===== src/rtl/spi_ram_arbiter.sv =====
// spi_ram_arbiter: shares one single-port RAM between SPI slave commands and a host port; define RR_ARB_EN for round-robin ties
module spi_ram_arbiter #(
    parameter int ADDR_SIZE = 8,
    parameter int MEM_DEPTH = 256
) (
    input  logic                 clk,
    input  logic                 rst,
    input  logic [ADDR_SIZE+1:0] rx_data,
    input  logic                 rx_valid,
    output logic [ADDR_SIZE-1:0] tx_data,
    output logic                 tx_valid,
    input  logic                 host_req,
    input  logic                 host_we,
    input  logic [ADDR_SIZE-1:0] host_addr,
    input  logic [ADDR_SIZE-1:0] host_wdata,
    output logic                 host_gnt,
    output logic [ADDR_SIZE-1:0] host_rdata,
    output logic                 host_rvalid,
    output logic                 ram_en,
    output logic                 ram_we,
    output logic [ADDR_SIZE-1:0] ram_addr,
    output logic [ADDR_SIZE-1:0] ram_wdata,
    input  logic [ADDR_SIZE-1:0] ram_rdata,
    output logic                 busy,
    output logic                 ovf
);
    typedef enum logic [1:0] {IDLE, GNT_SPI, GNT_HOST, RD_WAIT} state_t;
    state_t r_state, w_next;
    logic [1:0] w_cmd;
    logic [ADDR_SIZE-1:0] w_payload, w_sel_addr, w_sel_wdata;
    logic w_spi_cmd, w_consume, w_go, w_host_win, w_sel_we;
    logic r_spi_pend, r_pend_rd, r_rd_host, r_ovf;
    logic [ADDR_SIZE-1:0] r_pend_data, r_wr_addr, r_rd_addr;
    logic r_ram_en, r_ram_we, r_tx_valid, r_host_rvalid;
    logic [ADDR_SIZE-1:0] r_ram_addr, r_ram_wdata, r_tx_data, r_host_rdata;
`ifdef RR_ARB_EN
    logic r_last_spi;
`endif
    always_comb begin
        w_cmd       = rx_data[ADDR_SIZE+1:ADDR_SIZE];
        w_payload   = rx_data[ADDR_SIZE-1:0];
        w_spi_cmd   = rx_valid && w_cmd[0];
        w_consume   = r_state == GNT_SPI;
        w_go        = r_state == IDLE && (r_spi_pend || host_req);
`ifdef RR_ARB_EN
        w_host_win  = host_req && (!r_spi_pend || r_last_spi);
`else
        w_host_win  = host_req && !r_spi_pend;
`endif
        w_sel_we    = w_host_win ? host_we : !r_pend_rd;
        w_sel_addr  = w_host_win ? host_addr : (r_pend_rd ? r_rd_addr : r_wr_addr);
        w_sel_wdata = w_host_win ? host_wdata : r_pend_data;
        w_next      = IDLE;
        case (r_state)
            IDLE:              w_next = !w_go ? IDLE : (w_host_win ? GNT_HOST : GNT_SPI);
            GNT_SPI, GNT_HOST: w_next = r_ram_we ? IDLE : RD_WAIT;
            default:           w_next = IDLE;
        endcase
    end
    always_ff @(posedge clk) begin
        if (rst) r_state <= IDLE;
        else     r_state <= w_next;
    end
    always_ff @(posedge clk) begin
        if (rst) begin
            r_spi_pend    <= 1'b0;
            r_pend_rd     <= 1'b0;
            r_pend_data   <= '0;
            r_wr_addr     <= '0;
            r_rd_addr     <= '0;
            r_ovf         <= 1'b0;
            r_rd_host     <= 1'b0;
            r_ram_en      <= 1'b0;
            r_ram_we      <= 1'b0;
            r_ram_addr    <= '0;
            r_ram_wdata   <= '0;
            r_tx_valid    <= 1'b0;
            r_tx_data     <= '0;
            r_host_rvalid <= 1'b0;
            r_host_rdata  <= '0;
`ifdef RR_ARB_EN
            r_last_spi    <= 1'b0;
`endif
        end else begin
            if (rx_valid && w_cmd == 2'b00) r_wr_addr <= w_payload;
            if (rx_valid && w_cmd == 2'b10) r_rd_addr <= w_payload;
            if (w_spi_cmd && r_spi_pend && !w_consume) r_ovf <= 1'b1;
            if (w_spi_cmd && (!r_spi_pend || w_consume)) begin
                r_spi_pend  <= 1'b1;
                r_pend_rd   <= w_cmd[1];
                r_pend_data <= w_payload;
            end else if (w_consume) begin
                r_spi_pend  <= 1'b0;
            end
            r_ram_en <= w_go;
            r_ram_we <= w_go && w_sel_we;
            if (w_go) begin
                r_ram_addr <= ADDR_SIZE'(w_sel_addr % MEM_DEPTH);
                r_rd_host  <= w_host_win;
            end
            if (w_go && w_sel_we) r_ram_wdata <= w_sel_wdata;
`ifdef RR_ARB_EN
            if (w_go) r_last_spi <= !w_host_win;
`endif
            r_tx_valid    <= r_state == RD_WAIT && !r_rd_host;
            r_host_rvalid <= r_state == RD_WAIT && r_rd_host;
            if (r_state == RD_WAIT && !r_rd_host) r_tx_data <= ram_rdata;
            if (r_state == RD_WAIT && r_rd_host) r_host_rdata <= ram_rdata;
        end
    end
    assign tx_data     = r_tx_data;
    assign tx_valid    = r_tx_valid;
    assign host_gnt    = r_state == GNT_HOST;
    assign host_rdata  = r_host_rdata;
    assign host_rvalid = r_host_rvalid;
    assign ram_en      = r_ram_en;
    assign ram_we      = r_ram_we;
    assign ram_addr    = r_ram_addr;
    assign ram_wdata   = r_ram_wdata;
    assign busy        = r_state != IDLE;
    assign ovf         = r_ovf;
endmodule

===== config.mk =====
export PLATFORM = sky130hd
export DESIGN_NAME = spi_ram_arbiter
export DESIGN_NICKNAME = d
export VERILOG_FILES = /design/src/rtl/spi_ram_arbiter.sv
export SDC_FILE = /design/constraint.sdc
export NUM_CORES = 1
export LEC_CHECK = 0
export BUFFER_PORTS_ARGS = -buffer_cell sky130_fd_sc_hd__buf_2
export CORE_ASPECT_RATIO = 0.5
export CORE_MARGIN = 1.5
export CORE_UTILIZATION = 46
export CTS_BUF_LIST = sky130_fd_sc_hd__clkbuf_4 sky130_fd_sc_hd__clkbuf_8 sky130_fd_sc_hd__clkbuf_16
export CTS_CLUSTER_DIAMETER = 100
export CTS_CLUSTER_SIZE = 16
export DETAILED_ROUTE_END_ITERATION = 10
export PLACE_DENSITY = 0.75
export SLEW_MARGIN = 20
export SYNTH_ARGS = -nofsm -noshare
export SYNTH_HDL_FRONTEND = slang
export SYNTH_SLANG_ARGS = --single-unit

===== constraint.sdc =====
create_clock -name clk -period 1.45 [get_ports clk]
set_input_delay 0.0725 -clock clk [delete_from_list [all_inputs] [get_ports clk]]
set_output_delay 0.0725 -clock clk [all_outputs]
set_load 0.1 [all_outputs]

==> reports/summary.txt <==
Outcome: complete, but fails checks
Failing checks: DRC
First-pass DRT Iterations: 7
Die Width: 112.1 µm
Slew Limit Fails: 0
Fmax achieved: 714.0 MHz
Critical Path End Type: primary output
Commonest non-fill, non-tap cell in the layout: buf_2
Starting Density: 48.82%
Area of the multi-input gates: 1305 µm²
Vias in the first global route: 2385
Iteration-0 DRC Markers: 147
Setup CP Type: reg2out
Worst VDD drop: 1.149 mV
First-pass GRT wire length: 11050 µm
Design area: 3667 µm²
# fillers: 467
Top Ports: 78
Largest stage delay on the critical path: 0.33 ns
Crit-path cells: inv_2, ha_4, buf_6, clkinvlp_4, buf_12
Ant diodes: 0
Final cell count without fillers: 455
Sequential standard cell area: 1324 µm²
Layout Nets: 420
Crit-path slowest cell: dfxtp_2
Synth unique cells: 29
Post-synth top area share: 48.24%
Fin crit share: 96.59%
Final Wtd Congestion: 0.7704
Net Count, Synth: 338
CTS max path bufs: 2
Worst Max-Slew Pin Slew: 0.5615 ns
Async set-reset flop share out of synthesis: 0%
Drt via density: 5.374
Remaining DRCs: 4
Post-DP Area: 3256 µm²
Final Skew: 0.006417 ns
Top fanout value on the critical path: 6
Post-Syn Instances: 295
Worst relative slew slack: 62.46%
Pwr/cell area: 2021 nW/µm²
Final setup violation count: 0
Lkg Pwr: 1.619 nW
H-tree depth: 3
Crit path required time: 1.38 ns
Util after Layout: 65.37%
Largest cells by area after synthesis: dfxtp_1 (48%), mux2i_1 (8.8%), a21oi_1 (5.8%)
Row cnt: 19
Worst Hold Class: in2reg
CTS tree: built
Area of the mapped netlist: 2739 µm²
Largest net degree at the start of global routing: 37
Initial antenna violation count: 0
Sequential fraction of the synthesis area: 48.24%
Core area: 5610 µm²
Vias: 2445
Mapped Avg Cell Area: 9.284 µm²
Tmin final: 1.401 ns
Synth warn: 0
Final Hold Fails: 0
WP data arrival: 1.33 ns
GR Util All Layers: 22.27%
Hold Worst Slack: 0.009014 ns
Worst skew pair latency: 0.33 ns
Cell Count Post-Placement: 434
Register bit total from synthesis: 66
Leading area contributor after synthesis: dfxtp_1
Total CTS buffers: 9
Detail Route Antenna Nets: 0
Setup TNS: 0 ns
Main flop type after synthesis: dfxtp_1
Routed wire length: 6989 µm
Post-synth EDFFs: 0
Clk Tree Root Cell: clkbuf_16
Area growth syn-to-layout: 33.90%
Ratio of cells with drive above 1 in the final layout: 35.34%
Die area: 6454 µm²
PortBufs: 77
Total of max-cap violations: 0
Most frequent cells in the layout: buf_2 (76), dfxtp_1 (64), a21oi_1 (32), nand2_1 (27)
Routed wire per std cell: 15.36 µm
Die H: 57.56 µm
Clk slew on worst S/H paths: 0.05 ns
Grt ovf: 0
CP startpoint kind: flip-flop
DP HPWL: 4908 µm
TritonCTS Sinks: 66
==> synth_stat cells, types with 2 or more instances <==
library cell and instances:
and3b_1 2, nor3_1 10, a211oi_2 8, mux2_2 8
nand2_1 27, buf_6 3, a222oi_1 4, mux2i_1 24
inv_1 3, nand3_1 21, buf_2 6, a21o_1 4
and2_1 2, ha_1 4, nor2b_1 3, clkbuf_1 15
a22oi_1 4, nand2b_1 8, dfxtp_1 66, o21ai_0 10
a21oi_1 32, nor2_1 24
==> report_power, final <==
part / switching [mW] / total (mW) / internal, mW
Combinational: 1.98 / 2.76 / 0.789
Clock: 0.786 / 2.49 / 1.70
Sequential: 0.134 / 2.16 / 2.03
==> worst max-delay path, delay by kind of cell, from the launching register on <==
kind,cells,cell delay [ns]
buffers and inverters,4,0.52
flip-flops,1,0.33
adder cells (fa/ha/maj),1,0.15
==> repair_timing <==
item,4_1_cts,5_1_grt
buffers inserted,2,1
pin swaps,0,2
endpoints found under the setup margin,1,18
resized for setup,0,8
endpoints found under the hold margin,2,0
hold buffers,2,0
==> final cells by class <==
class                   instances  area share [%]
flip-flops and latches         66           36.10
multi-input cells             201           35.59
repair buffers                 96           15.93
clock buffers                  10           6.346
clock inverters                 6           3.139
well taps                      73           2.491
inverters                       3          0.4094
==> kinds of logic after synthesis <==
| kind of cell | Yosys count | share of synthesized area [%] |
|---|---|---|
| flops | 66 | 48.24 |
| compound gates | 64 | 15.53 |
| fa+ha+maj | 4 | 1.827 |
| simple gates | 101 | 17.41 |
| mux | 32 | 12.06 |
| buf+inv | 28 | 4.933 |
==> sequential cells by signal, indices dropped and copies added, names as in the netlist, 2 cells and up <==
signal,cells
tx_data,8
r_pend_data,8
host_rdata,8
r_state,2
r_wr_addr,8
ram_wdata,8
r_rd_addr,8
ram_addr,8
==> layer usage <==
| layer | share of wire [%] | wire length (µm) | GRT usage [%] | vias up |
|---|---|---|---|---|
| met4 | 1.1 | 76 | 8.318 | 0 |
| met1 | 42 | 2959 | 25.84 | 1159 |
| met2 | 50 | 3508 | 39.00 | 83 |
| met3 | 6.4 | 444 | 7.651 | 9 |
| li1 | - | - | - | 1194 |
| met5 | 0 | 0 | 0 | - |
==> final timing paths <==
kind	start	endpoint	slack, ns	cells after the start
worst min-delay path	ram_rdata[0]	tx_data[0]$_SDFFE_PP0P_	0.009	3
worst max register to register	r_state[1]$_SDFF_PP0_	ram_wdata[4]$_SDFFE_PP0P_	0.06	6
worst min register to register	host_rdata[3]$_SDFFE_PP0P_	host_rdata[3]$_SDFFE_PP0P_	0.45	2
worst max-delay path	r_state[1]$_SDFF_PP0_	busy	0.05	5
==> stage by stage <==
| step | setup slack (ns) | total power [mW] |
|---|---|---|
| CTS | 0.01045 | 7.359 |
| floorplan | -0.1568 | 4.296 |
| global placement | 0.1054 | 4.728 |
| finish | 0.04946 | 7.412 |
| global route | -0.007721 | 7.697 |
| detailed placement | 0.04793 | 4.798 |
(Power assumes the default switching activity.)
